--- config.mk ---
export PLATFORM = sky130hd
export DESIGN_NAME = sram_req_adapter
export DESIGN_NICKNAME = d
export VERILOG_FILES = /design/src/rtl/sram_if_pkg.sv /design/src/rtl/sram_rsp_fifo.sv /design/src/rtl/sram_req_adapter.sv
export SDC_FILE = /design/constraint.sdc
export NUM_CORES = 1
export LEC_CHECK = 0
export ABC_AREA = 1
export ABC_CLOCK_PERIOD_IN_PS = 2200
export CORE_MARGIN = 3
export CORE_UTILIZATION = 35
export DETAILED_ROUTE_END_ITERATION = 12
export SLEW_MARGIN = 20
export SYNTH_ARGS = -nofsm -noshare
export SYNTH_HDL_FRONTEND = slang
export SYNTH_SLANG_ARGS = --single-unit
--- constraint.sdc ---
create_clock -name clk -period 2.2 [get_ports clk]
set_input_delay 0.33 -clock clk [delete_from_list [all_inputs] [get_ports clk]]
set_output_delay 0.33 -clock clk [all_outputs]
set_load 0.01 [all_outputs]
--- src/rtl/sram_if_pkg.sv ---
// Shared defaults and request type for the fakeram7 initiator-side adapter.
package sram_if_pkg;

    localparam int SRAM_BITS       = 32;
    localparam int SRAM_ADDR_WIDTH = 8;
    localparam int SRAM_RSP_DEPTH  = 2;

    typedef struct packed {
        logic                       we;
        logic [SRAM_ADDR_WIDTH-1:0] addr;
        logic [SRAM_BITS-1:0]       wdata;
    } sram_req_t;

endpackage

--- src/rtl/sram_rsp_fifo.sv ---
// Read-response FIFO: power-of-two depth, wrapping pointers, explicit count.
module sram_rsp_fifo #(
    parameter int WIDTH = 32,
    parameter int DEPTH = 2,
    localparam int PW   = $clog2(DEPTH),
    localparam int CW   = PW + 1
) (
    input  logic             clk,
    input  logic             reset,
    input  logic             push_i,
    input  logic [WIDTH-1:0] wdata_i,
    input  logic             pop_i,
    output logic [WIDTH-1:0] rdata_o,
    output logic             valid_o,
    output logic [CW-1:0]    count_o
);

    logic [WIDTH-1:0] mem_q [DEPTH];
    logic [PW-1:0]    wr_ptr_q, wr_ptr_d;
    logic [PW-1:0]    rd_ptr_q, rd_ptr_d;
    logic [CW-1:0]    count_q, count_d;
    logic [WIDTH-1:0] last_q, last_d;
    logic             do_pop;

    assign do_pop = pop_i & (count_q != '0);

    always_comb begin
        wr_ptr_d = wr_ptr_q + PW'(push_i);
        rd_ptr_d = rd_ptr_q + PW'(do_pop);
        count_d  = count_q + CW'(push_i) - CW'(do_pop);
        last_d   = do_pop ? mem_q[rd_ptr_q] : last_q;
    end

    always_ff @(posedge clk or posedge reset) begin
        if (reset) begin
            wr_ptr_q <= '0;
            rd_ptr_q <= '0;
            count_q  <= '0;
            last_q   <= '0;
        end else begin
            wr_ptr_q <= wr_ptr_d;
            rd_ptr_q <= rd_ptr_d;
            count_q  <= count_d;
            last_q   <= last_d;
        end
    end

    always_ff @(posedge clk) begin
        if (push_i) begin
            mem_q[wr_ptr_q] <= wdata_i;
        end
    end

    // When empty, present the last popped word so the output never shows unwritten storage.
    assign valid_o = (count_q != '0);
    assign rdata_o = valid_o ? mem_q[rd_ptr_q] : last_q;
    assign count_o = count_q;

endmodule

--- src/rtl/sram_req_adapter.sv ---
// Turns a valid/ready request stream into single-cycle fakeram7 accesses and
// returns read data through a credit-limited response FIFO.
module sram_req_adapter
    import sram_if_pkg::*;
#(
    parameter int BITS       = SRAM_BITS,
    parameter int ADDR_WIDTH = SRAM_ADDR_WIDTH,
    parameter int RSP_DEPTH  = SRAM_RSP_DEPTH
) (
    input  logic                  clk,
    input  logic                  reset,
    input  logic                  req_valid,
    output logic                  req_ready,
    input  logic                  req_we,
    input  logic [ADDR_WIDTH-1:0] req_addr,
    input  logic [BITS-1:0]       req_wdata,
    output logic                  rsp_valid,
    input  logic                  rsp_ready,
    output logic [BITS-1:0]       rsp_rdata,
    output logic                  sram_ce,
    output logic                  sram_we,
    output logic [ADDR_WIDTH-1:0] sram_addr,
    output logic [BITS-1:0]       sram_wd,
    input  logic [BITS-1:0]       sram_rd
);

    localparam int CW = $clog2(RSP_DEPTH) + 1;

    logic          acc;
    logic          pop;
    logic          rd_pend_q, rd_pend_d;
    logic [CW-1:0] count;
    logic [CW-1:0] occ;

    assign acc = req_valid & req_ready;
    assign pop = rsp_valid & rsp_ready;

    // A pending read reserves a FIFO slot; a same-cycle pop frees one early.
    assign occ       = count + CW'(rd_pend_q);
    assign req_ready = ~reset & ((occ - CW'(pop)) < CW'(RSP_DEPTH));

    assign sram_ce   = acc;
    assign sram_we   = req_we & acc;
    assign sram_addr = req_addr;
    assign sram_wd   = req_wdata;

    assign rd_pend_d = acc & ~req_we;

    always_ff @(posedge clk or posedge reset) begin
        if (reset) begin
            rd_pend_q <= 1'b0;
        end else begin
            rd_pend_q <= rd_pend_d;
        end
    end

    sram_rsp_fifo #(
        .WIDTH (BITS),
        .DEPTH (RSP_DEPTH)
    ) u_rsp_fifo (
        .clk     (clk),
        .reset   (reset),
        .push_i  (rd_pend_q),
        .wdata_i (sram_rd),
        .pop_i   (pop),
        .rdata_o (rsp_rdata),
        .valid_o (rsp_valid),
        .count_o (count)
    );

endmodule

==> impl_metrics.json, run 1 <==
{
  "status": "finished, violations left",
  "violations": "negative setup slack",
  "multiInputGateArea_um2": 1177,
  "hp-class": "primary input to async pin",
  "first_pass_iters": 4,
  "synth_top_family_by_area": "simple AND/OR/NAND/NOR gates",
  "drc": 0,
  "fp.dieArea_um2": 14560,
  "drt_iter0_drc": 94,
  "synth-compound-area-share_pct": 8.752,
  "avgSynthCellArea_um2": 10.27,
  "fillers": 1273,
  "grt_pass1_wl_um": 14510,
  "first_global_vias": 2893,
  "arrival_ps": 1880,
  "required_ps": 1870,
  "track_usage_pct": 12.94,
  "synth_simple_gate_area_share_pct": 14.35,
  "die_h_um": 120.7,
  "worst_pin_slew_ps": 747.0,
  "fin_ws_ps": -5.983,
  "die_x_um": 120.7,
  "routedWlPerCell_um": 13.84,
  "seqPwrFrac_pct": 36.0,
  "yosys.area.top_type_share_pct": 41.75,
  "root_buffer": "clkbuf_16",
  "finClkSkew_ps": 6.971,
  "ys_ff_latch": 101,
  "maxCapViolCount": 0,
  "nets": 567,
  "clockPowerShare_pct": 22.3,
  "tritoncts": "yes",
  "slew_headroom_pct": 50.20,
  "clkLatencyLatePin_ps": 340,
  "cellPowerDensity_nw_per_um2": 1263,
  "grt_max_degree": 65,
  "synth-seq-area-share_pct": 61.86,
  "path_max_fanout": 3,
  "pre_cts_ws_ps": -397.2,
  "timing.final.max_slew_violations": 0,
  "htree_levels": 3,
  "gp_congestion": 0.7254,
  "p_total_mw": 6.983,
  "rows": 41,
  "combPwrFrac_pct": 41.7,
  "cts.hold.buffers_added": 0,
  "synth_largest_area_cell": "edfxtp_1",
  "clockBufferDepth": 2,
  "vias": 2960,
  "clk_pin_slew_worst_paths_ps": 60,
  "period_share_pct": 100.3,
  "utilization_pct": 43.47,
  "diodes": 0,
  "post-route-min-period_ps": 2206,
  "p_sw_share_pct": 35.53,
  "via_per_inst": 4.465,
  "synth_warnings": 0,
  "start_util_pct": 36.18,
  "seqCellArea_um2": 2848,
  "syn2layout_area_growth_pct": 20.14,
  "fmax_ghz": 0.4533,
  "synthMuxAreaShare_pct": 0,
  "critPathLaunch": "u_rsp_fifo.count_o[0]$_DFF_PP0_",
  "syn_inst": 448,
  "synth.distinct_cells": 18,
  "finalSetupViolations": 1,
  "synth_nets": 529,
  "drive_above_1_share_pct": 15.27,
  "place_hpwl_um": 6222,
  "internal_power_mw": 4.502,
  "final.setup.tns_ps": -5.983,
  "core_um2": 12720,
  "ant_nets": 0,
  "antenna_found_initial": 1,
  "numCtsBuffers": 9,
  "clock_sinks": 101,
  "power_switching_mw": 2.481,
  "vdd_ir_drop_max_uv": 412.6,
  "rsz0062_at_grt": "yes",
  "synth_xor_area_share_pct": 0.1903,
  "start_kind": "flip-flop",
  "synth-adder-area-share_pct": 1.087,
  "p_leak_nw": 2.422,
  "rr_startpoint": "u_rsp_fifo.count_o[0]$_DFF_PP0_",
  "io_pins": 153,
  "hold_viol_final": 0,
  "syn_area_um2": 4603,
  "synthTopCellsByArea": "edfxtp_1 (42%), dfrtp_1 (20%), nand2_1 (13%), buf_4 (6.5%), o21ai_2 (4.2%)",
  "criticalPathCategory": "flip-flop to output pin",
  "gr-total-overflow": 0,
  "worst_setup_path_end_kind": "output pin",
  "detail_route.wirelength_um": 9179,
  "portBuffers": 72
}
==> power groups by stage <==
stage / combinational (mW) / sequential [mW] / clock (mW)
6_report: 2.91 / 2.52 / 1.56
5_1_grt: 3.29 / 2.56 / 1.68
4_1_cts: 2.92 / 2.52 / 1.61
3_5_place_dp: 3.13 / 2.55 / 0
3_3_place_gp: 3.09 / 2.54 / 0
2_1_floorplan: 1.92 / 2.52 / 0
==> what timing repair did <==
action	in CTS	in global routing
endpoints found under the setup margin	35	23
setup buffers	1	0
resized for setup	55	19
pin swaps	1	7
==> cell usage after synthesis (all sizes together) <==
library cell and number:
ha 4, nor2 3, clkbuf 3, edfxtp 64
xor2 1, dfrtp 37, o21ai 64, nand3 2
inv 45, buf 58, nand2 166, or2 1
==> stage by stage <==
| stage | area (um2) | cells | hold WS (ps) |
|---|---|---|---|
| 2_1_floorplan | 4603 | 448 | 396.4 |
| 3_3_place_gp | 5218 | 646 | 498.4 |
| 3_5_place_dp | 5218 | 646 | 503.1 |
| 4_1_cts | 5507 | 663 | 493.6 |
| 5_1_grt | 5530 | 663 | 544.8 |
| 6_report | 5530 | 663 | 511.0 |
==> kinds of logic after synthesis <==
logic type | after synthesis
flip-flops | 101
adder cells (fa/ha/maj) | 4
AO/OA/AOI/OAI | 64
buffers and inverters | 106
AND/OR/NAND/NOR | 172
XOR/XNOR | 1
==> critical path: stages (launching register included) <==
cell and delay (ps):
dfrtp_1 390, buf_6 120, ha_4 250, inv_2 40
ha_4 150, inv_2 40, nand2_2 50, nand2_2 60
nand2_2 50, nand2_2 80, nand3_2 80, nor2_1 100
buf_2 130
==> cell usage in the layout (no fill, tap or decap), types with 9 or more instances in the layout <==
cell / netlist / layout
nand2_1: 165 / 161
edfxtp_1: 64 / 64
inv_1: 44 / 40
dfrtp_1: 37 / 37
clkdlybuf4s50_1: 0 / 36
dlygate4sd2_1: 0 / 30
o21ai_1: 20 / 27
o21ai_2: 22 / 24
o21ai_0: 22 / 13
buf_4: 40 / 12
clkbuf_16: 0 / 9
==> sequential cells by signal (all words and copies together) (netlist names) <==
register / cells
u_rsp_fifo.wr_ptr_q: 1
rd_pend_q: 1
u_rsp_fifo.count_o: 2
u_rsp_fifo.last_q: 32
u_rsp_fifo.rd_ptr_q: 1
u_rsp_fifo.mem_q: 64
==> routing by layer <==
layer | global-route usage, % | share of wire, % | vias up
li1 | - | - | 1464
met1 | 13.95 | 37 | 1367
met2 | 21.94 | 51 | 67
met3 | 3.414 | 5.8 | 60
met4 | 9.278 | 6.2 | 2
met5 | 0 | 0.14 | -
==> final timing paths <==
check,slack [ps],cells after the start,end
setup / recovery,-6,12,sram_we
hold reg to reg,520,2,u_rsp_fifo.last_q[4]$_DFFE_PP0P_
min in group clk,520,2,u_rsp_fifo.last_q[4]$_DFFE_PP0P_
hold / removal,510,3,u_rsp_fifo.count_o[1]$_DFF_PP0_
setup reg to reg,620,6,u_rsp_fifo.last_q[15]$_DFFE_PP0P_
max in group asynchronous,1330,3,u_rsp_fifo.last_q[23]$_DFFE_PP0P_
==> cell type report <==
type / count / area share (%)
clock buffers: 11 / 4.389
clock inverters: 5 / 1.086
inverters: 45 / 3.054
multi-input cells: 241 / 21.29
flip-flops and latches: 101 / 51.49
well taps: 172 / 3.891
repair buffers: 88 / 14.80
(Power assumes the default switching activity.)
==> run 2, diff against run 1 <==
--- a/config.mk
+++ b/config.mk
@@ -10,4 +10,5 @@
 export CORE_MARGIN = 3
 export CORE_UTILIZATION = 35
+export CTS_CLUSTER_DIAMETER = 50
 export DETAILED_ROUTE_END_ITERATION = 12
 export SLEW_MARGIN = 20
==> constraint.sdc (replaced) <==
create_clock -name clk -period 2.2 [get_ports clk]
set_input_delay 0.33 -clock clk [delete_from_list [all_inputs] [get_ports clk]]
set_output_delay 0.33 -clock clk [all_outputs]
set_load 0.02 [all_outputs]
==> run 2 against run 1 <==
  * Design area down 0.27%
  * The flow now finishes without violations
  * Non-clock buffer count down 4
  * Combinational power up 6.9%
  * Via count down 0.88%
  * Core utilization down 0.12 points
  * Global-route usage up 0.24 points
  * Cell count down 0.60%
  * Sequential power about the same
==> impl_metrics.json, run 2 (synthesis results as in run 1) <==
{
  "fmax_ghz": 0.4578,
  "worst_pin_slew_ps": 754.5,
  "die_x_um": 120.7,
  "p_sw_share_pct": 38.12,
  "wl_met3_um": 524,
  "path_max_fanout": 3,
  "timing.final.max_slew_violations": 0,
  "clockBufferDepth": 2,
  "final.setup.tns_ps": 0,
  "start_util_pct": 36.18,
  "grt_max_degree": 65,
  "gr-total-overflow": 0,
  "fillers": 1244,
  "worst_setup_path_end_kind": "output pin",
  "hold_ws_ps": 515.2,
  "detail_route.wirelength_um": 9362,
  "vias": 2934,
  "status": "complete, no violations",
  "final_common_cell": "nand2_1",
  "die_h_um": 120.7,
  "seqPwrFrac_pct": 34.3,
  "hold_viol_final": 0,
  "hp-class": "flip-flop to flip-flop",
  "p_leak_nw": 2.401,
  "finClkSkew_ps": 5.927,
  "rsz0062_at_grt": "yes",
  "vdd_ir_drop_max_uv": 391.9,
  "arrival_ps": 1850,
  "r2r_end": "u_rsp_fifo.last_q[17]$_DFFE_PP0P_",
  "maxCapViolCount": 0,
  "rr_startpoint": "u_rsp_fifo.count_o[1]$_DFF_PP0_",
  "path_cells": "or2_4, nand2_4, inv_4, ha_4, inv_2, nand2_2, nand2_1, nand2_1, nand2_2, nand3_4, nor2_4, buf_6",
  "final_area_um2": 5515,
  "cellPowerDensity_nw_per_um2": 1329,
  "slew_headroom_pct": 49.70,
  "ant_nets": 0,
  "diodes": 0,
  "period_share_pct": 99.30,
  "wl_met1_um": 3636,
  "wl_met2_um": 4616,
  "pre_cts_ws_ps": -351.8,
  "grt_pass1_wl_um": 14460,
  "clockPowerShare_pct": 23.2,
  "max_stage_delay_ps": 380,
  "via_per_inst": 4.452,
  "dpl_cell_area_um2": 5223,
  "gp_congestion": 0.7073,
  "start_kind": "flip-flop",
  "internal_power_mw": 4.534,
  "final_cell_mix": "nand2_1 (163), edfxtp_1 (64), inv_1 (41), dfrtp_1 (37), clkdlybuf4s50_1 (36)",
  "rr_worst_depth": 5,
  "first_global_vias": 2859,
  "tritoncts": "yes",
  "syn2layout_area_growth_pct": 19.82,
  "drc": 0,
  "root_buffer": "clkbuf_16",
  "postCtsSetupRepairBufs": 0,
  "r2r_slack_ps": 640,
  "endpoint": "sram_we",
  "p_total_mw": 7.328,
  "clkLatencyLatePin_ps": 340,
  "routedWlPerCell_um": 14.21,
  "fin_ws_ps": 15.43,
  "regMostFlops": "u_rsp_fifo.mem_q",
  "core_um2": 12720,
  "fp.dieArea_um2": 14560,
  "drt_iter0_drc": 153,
  "antenna_found_initial": 2,
  "numCtsBuffers": 9,
  "portBuffers": 72,
  "post-route-min-period_ps": 2185,
  "finalSetupViolations": 0,
  "drive_above_1_share_pct": 16.02,
  "power_switching_mw": 2.793,
  "criticalPathCategory": "flip-flop to output pin",
  "slowest_stage": "dfrtp_1",
  "rows": 41,
  "clock_sinks": 101,
  "top_layer": "met5",
  "combPwrFrac_pct": 42.4,
  "critPathLaunch": "u_rsp_fifo.count_o[1]$_DFF_PP0_",
  "nets": 563,
  "first_pass_iters": 5,
  "io_pins": 153,
  "cts.hold.buffers_added": 0,
  "place_hpwl_um": 6245,
  "largest_register_ffs": 64,
  "htree_levels": 3,
  "track_usage_pct": 13.18,
  "clk_pin_slew_worst_paths_ps": 70,
  "required_ps": 1870
}
-- run 2: cell type report --
cell class,count,area (um2),area share [%]
inverter,45,171.4,3.108
clock inverter,5,81.33,1.475
timing repair buffer,84,789.5,14.31
tap,172,215.2,3.902
multi-input combinational,241,1167,21.17
clock buffer,11,242.7,4.401
sequential,101,2848,51.63
-- run 2: worst min path at each step --
stage	from	endpoint	depth (start not counted)
after floorplan	req_we	rd_pend_q$_DFF_PP0_	1
final	u_rsp_fifo.last_q[3]$_DFFE_PP0P_	u_rsp_fifo.last_q[3]$_DFFE_PP0P_	2
after global routing	u_rsp_fifo.last_q[3]$_DFFE_PP0P_	u_rsp_fifo.last_q[3]$_DFFE_PP0P_	2
after CTS	reset	u_rsp_fifo.count_o[1]$_DFF_PP0_	3
after detailed placement	u_rsp_fifo.last_q[3]$_DFFE_PP0P_	u_rsp_fifo.last_q[3]$_DFFE_PP0P_	2
after global placement	u_rsp_fifo.last_q[7]$_DFFE_PP0P_	u_rsp_fifo.last_q[7]$_DFFE_PP0P_	2
-- run 2: power by group through the flow --
stage          Sequential (mW)  Combinational [mW]  Clock (mW)
6_report                  2.51                3.11        1.70
4_1_cts                   2.52                3.16        1.74
3_5_place_dp              2.56                3.41           0
2_1_floorplan             2.52                2.27           0
3_3_place_gp              2.54                3.35           0
5_1_grt                   2.55                3.49        1.82
-- run 2: through the flow --
step / cells / utilization [%]
floorplan: 448 / -
global placement: 643 / 41.05
detailed placement: 643 / 41.05
CTS: 659 / 43.40
global route: 659 / 43.35
finish: 659 / 43.35
-- run 2: critical path, delay by kind of cell (launching register included) --
| family | cells | cell delay [ps] |
|---|---|---|
| adder cells (fa/ha/maj) | 1 | 150 |
| flip-flops | 1 | 380 |
| AND/OR/NAND/NOR | 8 | 780 |
| buffers and inverters | 3 | 200 |
-- run 2: layer usage --
layer  track usage (%)  up-vias
met5                 0        -
met1             14.74     1351
li1                  -     1454
met2             21.76       55
met4             9.490        4
met3             3.414       70
-- run 2: repair_timing --
action,4_1_cts,5_1_grt
hold endpoints to repair,0,0
pin swaps,0,7
endpoints found under the setup margin,35,14
resized for setup,58,45
